$ cat src/rtl/swallow_ctrl.sv
// Pulse-swallow controller for an 8/9 dual-modulus prescaler: each output period spans
// P_eff prescaler cycles, S_eff of them at divide-by-9, with a fractional accumulator dithering S.
module swallow_ctrl #(
    parameter int P_W = 8,
    parameter int F_W = 12
) (
    input  logic           clk,
    input  logic           rst_n,
    input  logic           enable,
    input  logic           cfg_we,
    input  logic [P_W-1:0] p_in,
    input  logic [2:0]     s_in,
    input  logic [F_W-1:0] frac_in,
    output logic           MC,
    output logic           div_out,
    output logic           busy,
    output logic           err
);

    typedef enum logic {IDLE, RUN} state_t;

    state_t         state, state_n;
    logic [P_W-1:0] p_sh, p_act, p_act_n;
    logic [2:0]     s_sh;
    logic [3:0]     s_act, s_act_n;
    logic [F_W-1:0] f_sh;
    logic [F_W-1:0] acc, acc_n;
    logic [P_W-1:0] pcnt, pcnt_n;
    logic [3:0]     scnt, scnt_n;
    logic           mc_q, mc_n;
    logic           div_q, div_n;
    logic           err_q, err_n;

    logic [P_W-1:0] p_src, p_eff, p_act_eff;
    logic [2:0]     s_src;
    logic [F_W-1:0] f_src;
    logic [F_W:0]   sum;
    logic           carry;
    logic [3:0]     s_raw, s_eff;
    logic           start, act_bad;

    // A write on the period-start edge is seen by that period, so sources bypass the shadows.
    always_comb begin
        p_src     = cfg_we ? p_in : p_sh;
        s_src     = cfg_we ? s_in : s_sh;
        f_src     = cfg_we ? frac_in : f_sh;
        sum       = {1'b0, acc} + {1'b0, f_src};
        carry     = sum[F_W];
        s_raw     = {1'b0, s_src} + {3'b000, carry};
        p_eff     = (p_src < P_W'(2)) ? P_W'(2) : p_src;
        s_eff     = (P_W'(s_raw) > p_eff) ? p_eff[3:0] : s_raw;
        p_act_eff = (p_act < P_W'(2)) ? P_W'(2) : p_act;
        act_bad   = (p_act < P_W'(2)) || (P_W'(s_act) > p_act_eff);
    end

    always_comb begin
        state_n = state;
        acc_n   = acc;
        pcnt_n  = pcnt;
        scnt_n  = scnt;
        mc_n    = 1'b0;
        div_n   = 1'b0;
        p_act_n = p_act;
        s_act_n = s_act;
        start   = 1'b0;
        err_n   = err_q | ((state == RUN) && act_bad);

        case (state)
            IDLE: begin
                if (enable) start = 1'b1;
            end
            RUN: begin
                if (pcnt == '0) begin
                    if (enable) begin
                        start = 1'b1;
                    end else begin
                        state_n = IDLE;
                        scnt_n  = '0;
                    end
                end else begin
                    pcnt_n = pcnt - P_W'(1);
                    scnt_n = (scnt != 4'd0) ? scnt - 4'd1 : 4'd0;
                    mc_n   = (scnt_n != 4'd0);
                    div_n  = (pcnt_n == '0);
                end
            end
            default: state_n = IDLE;
        endcase

        if (start) begin
            state_n = RUN;
            acc_n   = sum[F_W-1:0];
            pcnt_n  = p_eff - P_W'(1);
            scnt_n  = s_eff;
            mc_n    = (s_eff != 4'd0);
            div_n   = 1'b0;
            p_act_n = p_src;
            s_act_n = s_raw;
        end
    end

    always_ff @(posedge clk or negedge rst_n) begin
        if (!rst_n) begin
            state <= IDLE;
            p_sh  <= '0;
            s_sh  <= '0;
            f_sh  <= '0;
            p_act <= '0;
            s_act <= '0;
            acc   <= '0;
            pcnt  <= '0;
            scnt  <= '0;
            mc_q  <= 1'b0;
            div_q <= 1'b0;
            err_q <= 1'b0;
        end else begin
            state <= state_n;
            if (cfg_we) begin
                p_sh <= p_in;
                s_sh <= s_in;
                f_sh <= frac_in;
            end
            p_act <= p_act_n;
            s_act <= s_act_n;
            acc   <= acc_n;
            pcnt  <= pcnt_n;
            scnt  <= scnt_n;
            mc_q  <= mc_n;
            div_q <= div_n;
            err_q <= err_n;
        end
    end

    assign MC      = mc_q;
    assign div_out = div_q;
    assign busy    = (state == RUN);
    assign err     = err_q;

endmodule

$ cat config.mk
export PLATFORM = sky130hd
export DESIGN_NAME = swallow_ctrl
export DESIGN_NICKNAME = d
export VERILOG_FILES = /design/src/rtl/swallow_ctrl.sv
export SDC_FILE = /design/constraint.sdc
export NUM_CORES = 1
export LEC_CHECK = 0
export BUFFER_PORTS_ARGS = -buffer_cell sky130_fd_sc_hd__buf_2
export CAP_MARGIN = 5
export CORE_MARGIN = 8
export CORE_UTILIZATION = 27
export DETAILED_ROUTE_END_ITERATION = 16
export PLACE_DENSITY_LB_ADDON = 0.05
export SYNTH_ARGS = -nofsm -noshare
export SYNTH_HDL_FRONTEND = slang
export SYNTH_SLANG_ARGS = --single-unit
$ cat constraint.sdc
create_clock -name clk -period 6.2 [get_ports clk]
set_input_delay 0.62 -clock clk [delete_from_list [all_inputs] [get_ports clk]]
set_output_delay 0.62 -clock clk [all_outputs]
set_load 0.005 [all_outputs]
; Word level (Yosys, flattened, before mapping)
; Cells that the tools add are included.
[classes]
add_sub_neg = 5
order_cmp = 4
eq_ne = 2
muxes = 26
n_bitwise = 2
reduce_logical = 10
[op_table]
columns = op, count
row1 = 8-bit 2-to-1 mux, 6
row2 = 4-bit 2-to-1 mux, 6
row3 = 4-bit by 8-bit > comparator with 1-bit output, 2
row4 = 8-bit zero test, 2
row5 = "8-bit by 2-bit less-than comparator with 1-bit output, second input constant", 2
row6 = "8-bit by 1-bit subtractor with 8-bit output, second input constant", 2
row7 = 12-bit by 12-bit adder with 13-bit output, 1
row8 = 12-bit 2-to-1 mux, 1
row9 = 4-bit nonzero test, 3
row10 = 1-bit 2-to-1 mux, 11
row11 = 3-bit by 1-bit adder with 4-bit output, 1
row12 = 2-bit AND reduction, 2
row13 = "4-bit by 1-bit subtractor with 4-bit output, second input constant", 1
row14 = 3-bit 2-to-1 mux, 1
row15 = "3-bit != test, second input constant", 1
row16 = "2-bit != test, second input constant", 1
row17 = 1-bit case mux with 2 select lines, 1
row18 = 2-bit nonzero test, 1
row19 = 1-bit logical AND, 1
row20 = 1-bit logical OR, 1
row21 = 1-bit NOT, 1
row22 = 1-bit bitwise OR, 1
[totals]
regBits = 63
inputBits = 27
output_inout_bits = 4
wordCells = 61

; Longest topological paths before layout
[depth]
depth_word = 7
depth_mapped = 20
mapped_depth_nobuf = 18

; Least setup slack after synthesis
; No wires, ideal clock.
[synth_path]
kind = in2reg
from = input port cfg_we
to = register mc_q (netlist: MC)
setup_ns = 0.131
arrival_time_ns = 4.914
required_ns = 6.069
setup_slack_ns = 1.155
cell_stages = 19
path_buffers = 3
cell_sequence = buf_4 -> buf_2 -> buf_1 -> mux2_2 -> fa_1 -> a211oi_1 -> nor2_1 -> o22ai_1 -> o21ai_0 -> nand3_1 -> nand2_1 -> ha_1 -> ha_1 -> xnor2_1 -> ha_1 -> and4_1 -> a211oi_4 -> a211oi_1 -> or3_1
[synth_between]
elab_chain_cells = 7
elab_cells_between_ends = 11
classes_between = add/sub: 2 / order compare: 2 / mux: 6 / reduce/logical: 1
[synth_rtl]
columns = item, line_no
row1 = from (decl), 10  ; input logic cfg_we,
row2 = 12-bit 2-to-1 mux *, -
row3 = net f_src[1], 36  ; logic [F_W-1:0] f_src;
row4 = 12-bit by 12-bit adder with 13-bit output *, 47  ; sum = {1'b0, acc} + {1'b0, f_src};
row5 = 3-bit by 1-bit adder with 4-bit output *, 49  ; s_raw = {1'b0, s_src} + {3'b000, carry};
row6 = net s_raw[2], 39  ; logic [3:0] s_raw, s_eff;
row7 = 4-bit by 8-bit > comparator with 1-bit output, 51  ; s_eff = (P_W'(s_raw) > p_eff) ? p_eff[3:0] : s_raw;
row8 = 4-bit 2-to-1 mux *, 51
row9 = 4-bit nonzero test *, 95  ; mc_n = (s_eff != 4'd0);
row10 = 1-bit 2-to-1 mux *, 90  ; if (start) begin
row11 = net mc_n, 30  ; logic mc_q, mc_n;
row12 = to (signal assigned), 128  ; mc_q <= mc_n;
row13 = to (decl), 30
; Mark *: on every way through the listed nets, which the timed path passes. The rest lies on a longest branch.
; A chain may end at the register's enable or synchronous reset.

; Worst setup path in the final report
; Ends and elaborated chain as after synthesis.

==> results.cfg <==
[placement]
dpl-instance-area_um2 = 3948
portBuffers = 30
dp_hpwl_um = 6473
routabilityCongestion = 0.7332
pre_cts_slack_ns = 1.040

[route]
drtIter0Drc = 120
drt_pre_antenna_iters = 4
vias_per_cell = 4.756
ant_nets = 0
routed_wl_um = 9066
num_vias = 2725
drc = 0
wire_per_inst_um = 15.82

[timing]
tns_ns = 0
fmax_mhz = 209.5
worstMarginPinSlew_ns = 0.8615
drv_slew = 0
finalSetupViolations = 0
period_share = 0.7699
fin_hold_ws_ns = 0.4583
slew_headroom = 0.4257
skew_ns = 0.005438
grt_setup_unrepaired = no
fin_crit_ns = 4.773
hold_violations = 0
setup_slack_ns = 1.427

[final_layout]
n_fill_cell = 1378
drive_above_1_share = 0.2040
seqCellArea_um2 = 1577
syn2layout_area_growth_pct = 17.71
multi_input_area_um2 = 1922
fin_area_um2 = 4258
nets = 446
antenna_cells = 0

[setup_path]
endpoint_kind = flop
crit_path_start_kind = input port
worstPathArrival_ns = 4.99
cp_max_fo = 10
worst_ep_required_time_ns = 6.41
critPathKind = in2reg

[yosys]
syn_avg_cell_area_um2 = 10.05
yosysSeqAreaShare = 0.4358
synth-warning-count = 0
syn_nets = 414
synth_area_um2 = 3617
synth_async_sr_flop_share = 1.000
synth_edf_count = 0
synth-seq-cells = 63
yosysTopAreaCell = dfrtp_1
synthTopCellsByArea = dfrtp_1, ha_1, mux2_2
synth_ff_type = dfrtp_1
syn_inst = 360
synth_top_area_frac = 0.4358
yosysUniqueCellTypes = 58

[global_routing]
track_usage = 0.1101
grt_max_degree = 64
grt_overflow = 0
antenna_found_initial = 1
grt_pass1_wl_um = 14970
grt_pass1_vias = 2890

[clock_tree]
tritoncts = built
htreeDepth = 3
cts.sinks = 63
cts_setup_buffers = 0
cts_hold_buf = 0
clockBufferDepth = 2
cts_resized = 0
cts.clk_slew.worst_paths_ns = 0.05
cts_made_buffers = 9
clk_latency_ns = 0.34
root_buffer = clkbuf_16

[flow_run]
maxCapViolCount = 0

[floorplanning]
start_util = 0.2742
ioPinCount = 31
fp.dieW_um = 131.7
die_area_um2 = 17360
die_h_um = 131.7
row_count = 42
core-area_um2 = 13190

[power_and_ir_drop]
cellLeakagePower_nw = 1.959
power_density_nw_per_um2 = 323.7
max-vdd-ir-drop_v = 0.0001482

[run_status]
status = finished, final reports clean

[min_path]
min_path_type = in2async
-- cell usage in the layout (no fill, tap or decap), drive strengths merged, types with 8 or more instances in the layout --
cell type  instances
buf               33
xor2               8
o21ai             33
xnor2              8
clkbuf            13
mux2              21
nand2             53
ha                26
dfrtp             63
nor2              16
nor3               9
a21oi             15
inv               15
-- stage by stage --
stage | cells | power (mW) | util
floorplan | 360 | 0.7679 | -
global placement | 557 | 0.8625 | 0.2993
detailed placement | 557 | 0.8627 | 0.2993
CTS | 573 | 1.406 | 0.3228
global route | 573 | 1.472 | 0.3228
finish | 573 | 1.378 | 0.3228
-- final cells by class --
cell class	count	share of cell area
Sequential cell	63	0.3703
Clock inverter	3	0.009403
Tap cell	176	0.05172
Inverter	15	0.01322
Timing Repair Buffer	33	0.04055
Clock buffer	13	0.06347
Multi-Input combinational cell	270	0.4514
-- worst max-delay path: stages --
cell	delay (ns)
buf_2	0.23
mux2_2	0.38
ha_1	0.23
fa_1	0.44
a211oi_1	0.22
nor2_1	0.11
o22ai_1	0.21
o21ai_0	0.18
nand3_1	0.11
nand2_1	0.06
ha_1	0.18
ha_1	0.18
xnor2_1	0.37
ha_1	0.32
and4_1	0.22
a211oi_4	0.38
a211oi_1	0.16
or3_1	0.37
-- cell usage after synthesis, drive strengths merged, types with 3 or more instances --
library cell	instances
dfrtp	63
nand2	53
o21ai	33
ha	26
mux2	21
nor2	16
a21oi	15
inv	15
nor3	9
xnor2	8
xor2	8
buf	7
nor2b	7
o21a	7
a211oi	5
clkbuf	5
mux2i	5
a21o	4
nand2b	4
nor3b	4
o22ai	4
or4	4
a31oi	3
nand4	3
o211ai	3
-- per-layer routing --
layer | global-route usage | part of all wire
met1 | 0.1216 | 0.44
met2 | 0.1884 | 0.50
met3 | 0.03963 | 0.044
met4 | 0.04531 | 0.016
met5 | 0 | 0.0011
-- path summary, 6_finish.rpt --
| check | startpoint | to | slack (ns) | cells past startpoint |
|---|---|---|---|---|
| worst max-delay path | cfg_we | MC | 1.43 | 18 |
| worst min-delay path | rst_n | div_out | 0.46 | 2 |
| worst max register to register | f_sh[0] | MC | 1.71 | 17 |
| worst min register to register | err | err | 0.46 | 1 |
| max in group asynchronous | rst_n | p_sh[1] | 5.16 | 2 |
| min in group clk | err | err | 0.46 | 1 |
-- cell families (layout without fill, tap and decap cells) --
| kind of cell | Yosys count | in the layout | share of synthesized area |
|---|---|---|---|
| simple gates | 112 | 112 | 0.1519 |
| compound gates | 89 | 89 | 0.1660 |
| flops | 63 | 63 | 0.4358 |
| fa+ha+maj | 27 | 27 | 0.09547 |
| buf+inv | 27 | 64 | 0.03286 |
| mux | 26 | 26 | 0.07921 |
| xor+xnor | 16 | 16 | 0.03874 |
-- power by group --
part	leakage (nW)	total, mW	switching (mW)	internal, mW
clock	0.156	0.527	0.184	0.343
sequential	0.777	0.533	0.0557	0.478
combinational	1.03	0.318	0.173	0.145
total	1.96	1.38	0.413	0.966
-- registers in the layout (all words and copies together), names as in the netlist --
signal and count:
s_act 4, p_act 8, p_sh 8, s_sh 3
err 1, acc 12, scnt 4, div_out 1
busy 1, f_sh 12, pcnt 8, MC 1
(Power assumes the default switching activity.)
